==> src/rtl/tea_stream_ctl.sv <==
// APB-fronted stream controller: input FIFO -> four-phase req/ack core -> output FIFO.
// Define TEA_STREAM_IRQ_EN to add the irq output with CTRL[2] irq_en and CTRL[3] irq_sel.
module tea_stream_ctl #(
  parameter int DEPTH = 4
) (
  input  logic        pclk,
  input  logic        prstb,
  input  logic        psel,
  input  logic        penable,
  input  logic        pwrite,
  input  logic [31:0] paddr,
  input  logic [31:0] pwdata,
  output logic [31:0] prdata,
  output logic        pready,
  output logic        pslverr,
  output logic        req,
  output logic [31:0] wdata,
  input  logic        ack,
  input  logic [31:0] rdata
`ifdef TEA_STREAM_IRQ_EN
  ,
  output logic        irq
`endif
);

  localparam int AW = $clog2(DEPTH);
  localparam int CW = $clog2(DEPTH) + 1;
  localparam logic [CW-1:0] FULL_CNT = CW'(DEPTH);

  typedef enum logic [1:0] {S_IDLE, S_REQ, S_CAPT, S_DRAIN} state_e;

  state_e          state_q, state_d;
  logic            req_q, req_d, pslverr_q, pslverr_d, enable_q, enable_d;
  logic            discard_q, discard_d, ack_meta_q, ack_s_q;
  logic [31:0]     wdata_q, wdata_d, prdata_q, prdata_d;
  logic [AW-1:0]   in_wr_ptr_q, in_wr_ptr_d, in_rd_ptr_q, in_rd_ptr_d;
  logic [AW-1:0]   out_wr_ptr_q, out_wr_ptr_d, out_rd_ptr_q, out_rd_ptr_d;
  logic [CW-1:0]   in_cnt_q, in_cnt_d, out_cnt_q, out_cnt_d;
  logic [31:0]     in_mem [DEPTH];
  logic [31:0]     out_mem [DEPTH];
  logic            in_full, in_empty, out_full, out_empty;
  logic            setup, access, apb_ok, sel_data, sel_status, sel_ctrl;
  logic            in_push, in_pop, out_push, out_pop, ctrl_wr, flush;
  logic [31:0]     status_word, ctrl_word;
  logic            unused_paddr;
`ifdef TEA_STREAM_IRQ_EN
  logic            irq_en_q, irq_en_d, irq_sel_q, irq_sel_d, irq_q, irq_d;
`endif

  assign unused_paddr = &{1'b0, paddr[31:4]};

  assign in_full   = (in_cnt_q == FULL_CNT);
  assign in_empty  = (in_cnt_q == '0);
  assign out_full  = (out_cnt_q == FULL_CNT);
  assign out_empty = (out_cnt_q == '0);

  assign setup      = psel & ~penable;
  assign access     = psel & penable;
  assign sel_data   = (paddr[3:0] == 4'h0);
  assign sel_status = (paddr[3:0] == 4'h4);
  assign sel_ctrl   = (paddr[3:0] == 4'h8);

  assign status_word = {11'b0, 5'(out_cnt_q), 3'b0, 5'(in_cnt_q), 3'b0,
                        (state_q != S_IDLE), out_empty, out_full, in_empty, in_full};
`ifdef TEA_STREAM_IRQ_EN
  assign ctrl_word = {28'b0, irq_sel_q, irq_en_q, 1'b0, enable_q};
`else
  assign ctrl_word = {31'b0, enable_q};
`endif

  // The access decision reuses the error registered at setup, so the reported
  // pslverr and the FIFO side effect can never disagree.
  assign apb_ok  = access & ~pslverr_q;
  assign in_push = apb_ok & pwrite & sel_data;
  assign out_pop = apb_ok & ~pwrite & sel_data;
  assign ctrl_wr = apb_ok & pwrite & sel_ctrl;
  assign flush   = ctrl_wr & pwdata[1];

  always_comb begin
    // NOTE: every signal gets a default before any branch so no latch is inferred.
    state_d      = state_q;
    req_d        = req_q;
    wdata_d      = wdata_q;
    discard_d    = discard_q;
    enable_d     = enable_q;
    prdata_d     = '0;
    pslverr_d    = 1'b0;
    in_pop       = 1'b0;
    out_push     = 1'b0;
    in_wr_ptr_d  = in_wr_ptr_q;
    in_rd_ptr_d  = in_rd_ptr_q;
    in_cnt_d     = in_cnt_q;
    out_wr_ptr_d = out_wr_ptr_q;
    out_rd_ptr_d = out_rd_ptr_q;
    out_cnt_d    = out_cnt_q;

    if (setup) begin
      if (sel_data) begin
        if (pwrite)         pslverr_d = in_full;
        else if (out_empty) pslverr_d = 1'b1;
        else                prdata_d  = out_mem[out_rd_ptr_q];
      end else if (sel_status) begin
        if (!pwrite) prdata_d = status_word;
      end else if (sel_ctrl) begin
        if (!pwrite) prdata_d = ctrl_word;
      end else begin
        pslverr_d = 1'b1;
      end
    end

    if (ctrl_wr) enable_d = pwdata[0];

    unique case (state_q)
      S_IDLE: if (enable_q && !in_empty && !out_full) begin
        state_d = S_REQ;
        in_pop  = 1'b1;
        wdata_d = in_mem[in_rd_ptr_q];
        req_d   = 1'b1;
      end
      S_REQ: if (ack_s_q) begin
        state_d  = S_CAPT;
        out_push = ~discard_q & ~flush;
        req_d    = 1'b0;
      end
      S_CAPT:  state_d = S_DRAIN;
      S_DRAIN: if (!ack_s_q) begin
        state_d   = S_IDLE;
        discard_d = 1'b0;
      end
      default: state_d = S_IDLE;
    endcase

    // A word launched or waiting for ack when flushed completes its handshake unrecorded.
    if (flush && state_d == S_REQ) discard_d = 1'b1;

    if (in_push)  in_wr_ptr_d  = in_wr_ptr_q + 1'b1;
    if (in_pop)   in_rd_ptr_d  = in_rd_ptr_q + 1'b1;
    if (out_push) out_wr_ptr_d = out_wr_ptr_q + 1'b1;
    if (out_pop)  out_rd_ptr_d = out_rd_ptr_q + 1'b1;
    case ({in_push, in_pop})
      2'b10:   in_cnt_d = in_cnt_q + 1'b1;
      2'b01:   in_cnt_d = in_cnt_q - 1'b1;
      default: in_cnt_d = in_cnt_q;
    endcase
    case ({out_push, out_pop})
      2'b10:   out_cnt_d = out_cnt_q + 1'b1;
      2'b01:   out_cnt_d = out_cnt_q - 1'b1;
      default: out_cnt_d = out_cnt_q;
    endcase
    if (flush) begin
      in_wr_ptr_d  = '0;
      in_rd_ptr_d  = '0;
      in_cnt_d     = '0;
      out_wr_ptr_d = '0;
      out_rd_ptr_d = '0;
      out_cnt_d    = '0;
    end
  end

`ifdef TEA_STREAM_IRQ_EN
  always_comb begin
    irq_en_d  = irq_en_q;
    irq_sel_d = irq_sel_q;
    if (ctrl_wr) begin
      irq_en_d  = pwdata[2];
      irq_sel_d = pwdata[3];
    end
    irq_d = irq_en_q & (irq_sel_q ? out_full : ~out_empty);
  end
  assign irq = irq_q;
`endif

  // NOTE: sequential state uses non-blocking assignments so every flop samples pre-edge values.
  always_ff @(posedge pclk or negedge prstb) begin
    if (!prstb) begin
      state_q      <= S_IDLE;
      req_q        <= 1'b0;
      wdata_q      <= '0;
      prdata_q     <= '0;
      pslverr_q    <= 1'b0;
      enable_q     <= 1'b0;
      discard_q    <= 1'b0;
      ack_meta_q   <= 1'b0;
      ack_s_q      <= 1'b0;
      in_wr_ptr_q  <= '0;
      in_rd_ptr_q  <= '0;
      in_cnt_q     <= '0;
      out_wr_ptr_q <= '0;
      out_rd_ptr_q <= '0;
      out_cnt_q    <= '0;
`ifdef TEA_STREAM_IRQ_EN
      irq_en_q     <= 1'b0;
      irq_sel_q    <= 1'b0;
      irq_q        <= 1'b0;
`endif
    end else begin
      state_q      <= state_d;
      req_q        <= req_d;
      wdata_q      <= wdata_d;
      prdata_q     <= prdata_d;
      pslverr_q    <= pslverr_d;
      enable_q     <= enable_d;
      discard_q    <= discard_d;
      ack_meta_q   <= ack;
      ack_s_q      <= ack_meta_q;
      in_wr_ptr_q  <= in_wr_ptr_d;
      in_rd_ptr_q  <= in_rd_ptr_d;
      in_cnt_q     <= in_cnt_d;
      out_wr_ptr_q <= out_wr_ptr_d;
      out_rd_ptr_q <= out_rd_ptr_d;
      out_cnt_q    <= out_cnt_d;
`ifdef TEA_STREAM_IRQ_EN
      irq_en_q     <= irq_en_d;
      irq_sel_q    <= irq_sel_d;
      irq_q        <= irq_d;
`endif
    end
  end

  // NOTE: FIFO storage has no reset; the pointers and counts alone define what is valid.
  always_ff @(posedge pclk) begin
    if (in_push)  in_mem[in_wr_ptr_q]   <= pwdata;
    if (out_push) out_mem[out_wr_ptr_q] <= rdata;
  end

  assign prdata  = prdata_q;
  assign pslverr = pslverr_q;
  assign pready  = 1'b1;
  assign req     = req_q;
  assign wdata   = wdata_q;

endmodule
==> config.mk <==
export PLATFORM = sky130hd
export DESIGN_NAME = tea_stream_ctl
export DESIGN_NICKNAME = d
export VERILOG_FILES = /design/src/rtl/tea_stream_ctl.sv
export SDC_FILE = /design/constraint.sdc
export NUM_CORES = 1
export LEC_CHECK = 0
export CAP_MARGIN = 20
export CORE_UTILIZATION = 50
export DETAILED_ROUTE_END_ITERATION = 10
export GPL_ROUTABILITY_DRIVEN = 0
export HOLD_SLACK_MARGIN = 0.06
export PLACE_DENSITY = 0.73
export SYNTH_ARGS = -nofsm -noshare
export SYNTH_HDL_FRONTEND = slang
export SYNTH_SLANG_ARGS = --single-unit
==> constraint.sdc <==
create_clock -name pclk -period 7.9 [get_ports pclk]
set_clock_uncertainty 0.2 [all_clocks]
set_input_delay 1.58 -clock pclk [delete_from_list [all_inputs] [get_ports pclk]]
set_output_delay 1.58 -clock pclk [all_outputs]
set_load 0.1 [all_outputs]
# Yosys cells after proc, flatten, opt, wreduce, memory -nomap -nowiden
# Memories as Yosys holds them, arrays and structs flattened. A register that Yosys moved wholly into a read port is not among the register bits.
# Index checks and enable logic that the tools add are counted.
# totals
ram_bits	256
reg_bits	54
mem_count	2
output_inout_bits	67
elab_cells	120
inputBits	102
# op_classes
addsub	8
n_eq_ne	15
reduce_logical	22
n_bitwise	15
muxes	44
# memory_table
memory	words	width	rd	rd_ports_with_merged_regs	write_ports	line_no	rtl
in_mem	4	32	1	1	1	39	logic [31:0] in_mem [DEPTH];
out_mem	4	32	1	0	1	40	logic [31:0] out_mem [DEPTH];
# ops
cell	count
$mux 32	5
$mux 2	11
$mux 1	21
$mux 19	1
$reduce_bool 2->1	7
$pmux 3 s2	2
$and 1x1->1	10
$add 2x1->2 const B	4
$eq 2x1->1 const B	4
$eq 2x2->1 const B	4
$pmux 2 s4	1
$add 3x1->3 const B	2
$eq 3x3->1 const B	2
$logic_not 3->1	2
$mux 3	2
$reduce_bool 3->1	2
$sub 3x1->3 const B	2
$not 1->1	5
$eq 4x3->1 const B	1
$eq 4x4->1 const B	1
$logic_not 4->1	1
$ne 2x2->1 const B	2
$reduce_and 2->1	2
$logic_and 1x1->1	3
other kinds (5)	7

# Logic depth before layout (Yosys ltp)
# logic_depth
depth_word	12
depth_mapped	9
ltp_nobuf	8

# Least setup slack after synthesis
# OpenSTA, ideal clock, no wires.
# synth_timing
kind	input -> register
start	in paddr[2]
end	reg in_cnt_q[2]
arrival_ps	3840
t_required_ps	7622
setup_time_ps	78
cell_stages	9
path_slack_ps	3781
n_path_buf	1
path_cell_list	buf_6 -> nor4_1 -> and2_1 -> inv_1 -> ha_1 -> fa_1 -> xnor2_1 -> or3_1 -> a21oi_1
# synth_between
elab_chain_len	5
elab_cells_between_ends	10
cone_classes	eq/ne (3); mux (2); bitwise (3); reduce/logical (2)
# synth_lines
element	line_no	rtl
start: declaration	11	input logic [31:0] paddr,
$logic_not 4->1	59	assign sel_data = (paddr[3:0] == 4'h0);
$and 1x1->1	74	assign in_push = apb_ok & pwrite & sel_data;
$eq 2x1->1 or $eq 2x2->1 (tied branches)	140	case ({in_push, in_pop})
$pmux 3 s2	140	
$mux 3	150	if (flush) begin
end signal: assignment	208	in_cnt_q <= in_cnt_d;
end: declaration	38	logic [CW-1:0] in_cnt_q, in_cnt_d, out_cnt_q, out_cnt_d;
# Several ways; a longest one is shown, not always the timed one.
# A chain may end at the register's enable or synchronous reset.

# Final worst setup path
# layout_timing
start	in paddr[2]
end	reg out_cnt_q[2]
# layout_between
elab_chain_len	10
elab_cells_between_ends	14
cone_classes	eq/ne (3); mux (4); bitwise (5); reduce/logical (2)
# layout_lines
element	line_no	rtl
$eq 4x4->1	61	assign sel_ctrl = (paddr[3:0] == 4'h8);
$and 1x1->1	76	assign ctrl_wr = apb_ok & pwrite & sel_ctrl;
$and 1x1->1	77	assign flush = ctrl_wr & pwdata[1];
$not 1->1	122	out_push = ~discard_q & ~flush;
$and 1x1->1	122	
$mux 1	120	S_REQ: if (ack_s_q) begin
$mux 1	113	unique case (state_q)
$eq 2x1->1 or $eq 2x2->1 (tied branches)	145	case ({out_push, out_pop})
$pmux 3 s2	145	
$mux 3	150	
end signal: assignment	211	out_cnt_q <= out_cnt_d;
end: declaration	38	
# Several ways; a longest one is shown, not always the timed one.

==> reports/summary.txt <==
PLACED DESIGN
-------------------------------------------------------------------------------------
HPWL after detailed placement                                                 14.2 mm
Number of buffers added on ports                                                  139
Placed inst area                                                          14600 sq um

GLOBAL ROUTE
-------------------------------------------------------------------------------------
Total global-route track usage                                                  0.186
Grt total ovfl                                                                      0
Maximum number of pins on one net before global-route repair                       57
Global-route wire length before repair                                        37.2 mm
Via count of the first global-routing pass                                       6945
Number of antenna violations at the first check in global routing                   0

LOGIC SYNTHESIS
-------------------------------------------------------------------------------------
Syn_area_per_cell                                                          20.3 sq um
Portion of netlist area occupied by mux cells                                   0.142
Adder-cell share of the synthesized area                                       0.0119
Synthesized area                                                          12900 sq um
Flip-flop and latch count after synthesis                                         342
Mapped Nets                                                                       748
Number of warnings issued by yosys                                                  0
Main combinational cell family by area after synthesis                   multiplexers
Post-Syn Instances                                                                635
Sequential share of the synthesized area                                        0.764
Xor/xnor cell area share of the yosys netlist                                 0.00544
Simple logic cell fraction of the synthesized area                             0.0413
Most used DFF post-synth                                                     edfxtp_1
Async S/R FF share, synth                                                       0.251
EDFF count, synth                                                                 256
Post-synthesis compound-gate area fraction                                     0.0217
Count of unique library cells instantiated by Yosys                                49

FLOORPLANNING
-------------------------------------------------------------------------------------
Core region area                                                          25300 sq um
DIE AREA                                                                  26400 sq um
Die Width                                                                      163 um
Height of the chip                                                             163 um
Number of placement rows                                                           58
Boundary pin count                                                                169
Starting utilization of the core area                                           0.510

CLOCK NETWORK
-------------------------------------------------------------------------------------
Clock tree from TritonCTS                                                         yes
Library cell used as clock root buffer                                      clkbuf_16
Cts-stage hold buffer count                                                         0
CTS H-tree depth                                                                    2
Post-CTS sizing                                                                     0
# Post-CTS Setup Buffers                                                            0
CTS clk-pin slew, worst paths                                                 0.06 ns
Number of clock sinks                                                             342
Skew-Pair Late Insertion Delay                                                0.50 ns
TritonCTS buffer count                                                             36
Maximum number of buffers from clock root to sink                                   3

POWER AND IR DROP
-------------------------------------------------------------------------------------
Static Leak                                                                0.00559 uW
Proportion of total power due to net switching                                  0.314
Clock share of power                                                            0.317
Switching power of the nets                                                   1640 uW
Post-route total power                                                        5210 uW
Portion of total power attributed to sequential cells                           0.428
Largest voltage drop on the vdd net                                            299 uV
Int Power                                                                     3570 uW
Power per standard cell area                                              330 nW/um^2
Combinational Power Share                                                       0.255

SETUP PATH
-------------------------------------------------------------------------------------
Capture point of the worst path                                          out_cnt_q[2]
Max stage delay cell, worst path                                                or4_1
Crit. End Element                                                            register
Biggest cell delay along the critical path                                    0.85 ns
Logic depth of the worst register-to-register path                                  8
Critical Path Source Type                                                primary input
Logic depth of the worst path, buffers included                                     7
Reg-to-reg setup timing slack                                                 4.86 ns
Kind of cell adding the most delay to the critical path                  simple AND/OR/NAND/NOR gates
WS Path Type                                                                   in2reg
Data arrival time of the critical path                                        4.52 ns
Start point of the critical path                                             paddr[2]
Cell breakdown of the critical path                                      clkdlybuf4s50_1, or4_1, nor3_1, fa_1, o211ai_1, a211o_1, nand2_1
Highest fanout seen on the critical path                                           18
Count of buffer and inverter cells on the critical path                             1
Capturing point of the worst reg2reg path                                 in_cnt_q[2]
Data required, critical path                                                  8.14 ns
Reg-to-Reg Start                                                           state_q[1]

FINAL LAYOUT
-------------------------------------------------------------------------------------
# nets final                                                                      900
Most frequent standard cell in the layout excluding fill and tap cells       edfxtp_1
Commonest cells after routing, fill and taps aside                       edfxtp_1 (256), clkdlybuf4s50_1 (138), dfrtp_1 (84)
Area used by sequential logic in the layout                                9840 sq um
Finished Core Util                                                              0.626
# fillers                                                                        1777
Share of cells above drive strength 1                                           0.215
Antenna Diode Count                                                                 0
Growth of design area from synthesis to finish                                  22.7%
Multi-input logic area                                                     2880 sq um
Cell area after layout                                                    15800 sq um

STA
-------------------------------------------------------------------------------------
Final setup vio count                                                               0
Fraction of the cycle the final worst path needs                                0.541
Upper clock frequency limit                                                 0.234 GHz
Worst hold margin                                                            0.149 ns
Hold Violations, Final                                                              0
Worst slew pin tran                                                           1.04 ns
Max-slew violation count                                                            0
Final sum of negative setup slack                                                0 ns
Unrepaired setup endpoints after global routing                                    no
Slew margin rel.                                                                0.304
Shortest clock period the worst path allows after layout                      4.27 ns

DETAILED ROUTING
-------------------------------------------------------------------------------------
Count of unresolved DRC violations after routing                                    0
Routed length per placed instance                                             20.7 um
Number of iterations in the first detailed-routing pass                             5
Detailed-route wire length                                                    23.7 mm
Antenna Violating Nets Remaining                                                    0
Number of vias per cell                                                          5.51
Count of vias placed by the detailed router                                      6312
Initial DRC count                                                                 485

RUN STATUS
-------------------------------------------------------------------------------------
Run status                                                                  completed

JOB
-------------------------------------------------------------------------------------
Max Cap Viol                                                                        0

WORST HOLD PATH
-------------------------------------------------------------------------------------
Hold Crit Class                                                               reg2reg

## layout make-up
type,instances,share of cell area
Tap cell,330,0.0261
Timing Repair Buffer,147,0.0917
Multi-Input combinational cell,251,0.182
Clock inverter,18,0.0118
Inverter,9,0.00214
Sequential cell,342,0.623
Clock buffer,48,0.0631
## sequential cells by signal, summed over array words and instances (netlist names)
name / count
in_rd_ptr_q: 2
ack_s_q: 1
in_cnt_q: 3
pslverr: 1
prdata: 32
discard_q: 1
in_wr_ptr_q: 2
in_mem: 128
state_q: 2
out_rd_ptr_q: 2
out_cnt_q: 3
wdata: 32
req: 1
out_mem: 128
ack_meta_q: 1
out_wr_ptr_q: 2
enable_q: 1
## metal layers
metal	wire, um	vias to the layer above	track usage
met1	9970	3268	0.243
met3	1260	38	0.0382
met5	0	-	0
met4	414	0	0.0472
li1	-	2823	-
met2	12000	183	0.320
## worst min path at each step
stage | start | end | slack (ns) | cells past startpoint
floorplan | ack_meta_q | ack_s_q | 0.13 | 0
global placement | ack_meta_q | ack_s_q | 0.14 | 0
CTS | ack_meta_q | ack_s_q | 0.16 | 0
detailed placement | ack_meta_q | ack_s_q | 0.14 | 0
finish | ack_meta_q | ack_s_q | 0.15 | 0
global route | ack_meta_q | ack_s_q | 0.17 | 0
## through the flow
stage | worst slack [ns] | std cells
floorplan | 3.78 | 635
global placement | 3.29 | 1079
detailed placement | 3.16 | 1079
CTS | 3.69 | 1145
global route | 3.41 | 1145
finish | 3.63 | 1145
## power groups by stage
| stage | Combinational (uW) | Clock (uW) | Sequential (uW) |
|---|---|---|---|
| global route | 1400 | 1760 | 2260 |
| global placement | 1320 | 0 | 2250 |
| finish | 1330 | 1650 | 2230 |
| detailed placement | 1340 | 0 | 2270 |
| floorplan | 508 | 0 | 2740 |
| CTS | 1350 | 1680 | 2230 |
## cell families (layout without fill, tap and decap cells)
family | after synthesis | after routing
buf+inv | 42 | 222
compound gates | 42 | 42
fa+ha+maj | 11 | 11
xor+xnor | 8 | 8
flops | 342 | 342
mux | 98 | 98
simple gates | 91 | 91
other cells | 1 | 1
## cells in the mapped netlist, types with 9 or more instances
cell type  count  area [sq um]
nor2b_1       22           138
nand2b_1      10          62.6
a211oi_1      10          75.1
mux2_2        33           372
clkbuf_1      19          71.3
and3_1         9          56.3
a21oi_1       12          60.1
dfrtp_1       86          2150
edfxtp_1     256          7690
nor2_1        17          63.8
mux4_2        64          1440
inv_1          9          33.8
ha_1           9           113
No activity file was read; power rests on OpenSTA's default activity.
==> edit, RTL diff (same flow settings) <==
Take the reset off `wdata_q` and load it in a clocked block of its own.
--- a/src/rtl/tea_stream_ctl.sv
+++ b/src/rtl/tea_stream_ctl.sv
@@ -175,7 +175,6 @@
     if (!prstb) begin
       state_q      <= S_IDLE;
       req_q        <= 1'b0;
-      wdata_q      <= '0;
       prdata_q     <= '0;
       pslverr_q    <= 1'b0;
       enable_q     <= 1'b0;
@@ -196,7 +195,6 @@
     end else begin
       state_q      <= state_d;
       req_q        <= req_d;
-      wdata_q      <= wdata_d;
       prdata_q     <= prdata_d;
       pslverr_q    <= pslverr_d;
       enable_q     <= enable_d;
@@ -217,6 +215,10 @@
     end
   end
 
+  always_ff @(posedge pclk) begin
+    wdata_q <= wdata_d;
+  end
+
   // NOTE: FIFO storage has no reset; the pointers and counts alone define what is valid.
   always_ff @(posedge pclk) begin
     if (in_push)  in_mem[in_wr_ptr_q]   <= pwdata;
Function: differs if prstb is asserted again (counterexample within 4 cycles, from zero or initial values and one cycle with prstb low); with prstb held inactive, the same outputs for 4 cycles.
==> edit against the unedited design <==
- critical path depth shrank 1
- via count is 4.3% lower
- utilization up 0.34 points
- synthesized area fell by 1.4%
- wire length is 2.4% lower
- critical path type unchanged
- cell area decreased by 2.0%
- non-clock buffer count down 2
- sequential cell count unchanged
- highest routed layer unchanged
- setup slack worse by 55 ps
- count of clock-buffer cells in the layout up 1
Power is not compared: it rests on default switching activity, and its combinational part moved more than twofold at a synthesized area within 25%.
==> edit: results (changes against the unedited design) <==
* Result of the run: finished clean (unchanged)
* Number of optimization iterations in the first detailed-route pass at 4 (was 5)
* Actual slew at the worst max-slew pin at 1040 ps (about the same)
* Fraction of layout cells with a size suffix above 1 at 0.175 (was 0.215)
* Most frequent cells after synthesis: sky130_fd_sc_hd__edfxtp_1 (288), sky130_fd_sc_hd__mux4_2 (64), sky130_fd_sc_hd__dfrtp_1 (54) (was sky130_fd_sc_hd__edfxtp_1 (256), sky130_fd_sc_hd__dfrtp_1 (86), sky130_fd_sc_hd__mux4_2 (64))
* Reg-to-reg slack, setup at 4650 ps (was 4860 ps)
* Number of distinct library cells after synthesis at 52 (was 49)
* Number of cells on the worst reg-to-reg path at 7 (was 8)
* Total gr overflow at 0 (unchanged)
* Antenna cell count at 0 (unchanged)
* Warning count from the yosys run at 0 (unchanged)
* Leading cell types by total area after synthesis: sky130_fd_sc_hd__edfxtp_1 (68%), sky130_fd_sc_hd__mux4_2 (11%), sky130_fd_sc_hd__dfrtp_1 (11%) (was sky130_fd_sc_hd__edfxtp_1 (60%), sky130_fd_sc_hd__dfrtp_1 (17%), sky130_fd_sc_hd__mux4_2 (11%))
* Synthesized netlist net count at 715 (was 748)
* Async set-or-reset flop fraction in the synthesized netlist at 0.158 (was 0.251)
* Tot GR Track Use at 0.186 (about the same)
* Placed cell area at 0.0144 sq mm (was 0.0146 sq mm)
* Detailed Place HPWL at 13700 um (was 14200 um)
* Post-synth EDFFs at 288 (was 256)
* Register area share after synthesis at 0.787 (was 0.764)
* Largest driver fanout on the critical path at 17 (was 18)
* Reg-to-reg critical path startpoint: out_cnt_q[0]$_DFFE_PN0P_ (was state_q[1]$_DFF_PN0_)
* Net count reported at finish at 865 (was 900)
* Violation count after the first detailed-routing iteration at 433 (was 485)
* Total number of vias at 6043 (was 6312)
* Number of clock buffers inserted by TritonCTS at 35 (was 36)
* Buffer type at the clock tree root: sky130_fd_sc_hd__clkbuf_16 (unchanged)
* Number of global-route vias before repair at 6654 (was 6945)
* Largest net degree at the start of global routing at 55 (was 57)
* Wire length of the first global-routing pass at 36700 um (was 37200 um)
* Worst endpoint data arrival time at 4480 ps (was 4520 ps)
==> edit: cell count changes after synthesis, sizes merged, moves of 2 or more <==
cell    before  now
or3          1    3
inv          9    7
or2          0    3
o21a         0    2
dfrtp       86   54
nand2        7    4
a21o         0    2
and4         0    2
mux2        33    1
a21oi       12   14
buf         14   12
edfxtp     256  288
a211oi      10    7
==> edit: cells by family after synthesis <==
| family | share of synthesized area |
|---|---|
| DFF | 0.787 |
| and+or+nand+nor | 0.0443 |
| muxes | 0.115 |
| AOI/OAI and AO/OA | 0.0212 |
| buffers and inverters | 0.0146 |
| adders and majority gates | 0.0120 |
| xor gates and xnor gates | 0.00551 |
| other | 0.000295 |
==> edit: worst max path at each step <==
stage	from	end	slack (ps)	cells after the start
after detailed placement	paddr[2]	out_cnt_q[1]$_DFFE_PN0P_	3130	6
final	paddr[2]	out_cnt_q[1]$_DFFE_PN0P_	3570	6
after global routing	paddr[2]	out_cnt_q[2]$_DFFE_PN0P_	3500	7
after global placement	paddr[2]	out_cnt_q[2]$_DFFE_PN0P_	3230	7
after floorplan	paddr[2]	in_cnt_q[2]$_DFFE_PN0P_	4000	10
after CTS	paddr[2]	out_cnt_q[1]$_DFFE_PN0P_	3650	6
==> edit: cell type report <==
class	instances	area [sq um]
clock buffers	49	971
multi-input cells	221	2530
repair buffers	145	1430
clock inverters	14	111
inverters	7	26.3
fillers	1696	9120
well taps	324	405
flip-flops and latches	342	10000
==> edit: worst reg2reg max path: stages (launching register included) <==
cell and delay [ps]:
sky130_fd_sc_hd__dfrtp_1 470, sky130_fd_sc_hd__or3b_2 500, sky130_fd_sc_hd__and4_2 560, sky130_fd_sc_hd__ha_1 420, sky130_fd_sc_hd__fa_1 400, sky130_fd_sc_hd__xnor2_1 160, sky130_fd_sc_hd__or3_1 320, sky130_fd_sc_hd__a21oi_1 150
==> edit: where the power goes <==
group / leakage, nW / switching [mW] / total (mW) / internal, mW
clock network: 0.529 / 0.628 / 1.55 / 0.922
logic: 1.40 / 0.336 / 0.649 / 0.313
registers: 3.31 / 0.0937 / 2.19 / 2.10
==> edit: metal layers <==
layer / GRT usage / vias to the layer above / routed length, um / share of wire
li1: - / 2708 / - / -
met1: 0.236 / 3123 / 9380 / 0.41
met2: 0.317 / 172 / 11700 / 0.51
met3: 0.0465 / 40 / 1490 / 0.065
met4: 0.0592 / 0 / 481 / 0.021
met5: 0 / - / 0 / 0
==> edit: metrics by stage <==
step | hold WS [ps] | std cells | setup slack (ps) | power, mW
after floorplan | 131 | 602 | 4000 | 2.70
after global placement | 143 | 1039 | 3230 | 2.86
after detailed placement | 140 | 1039 | 3130 | 2.89
after CTS | 154 | 1102 | 3650 | 4.44
after global routing | 167 | 1102 | 3500 | 4.57
final | 153 | 1102 | 3570 | 4.39
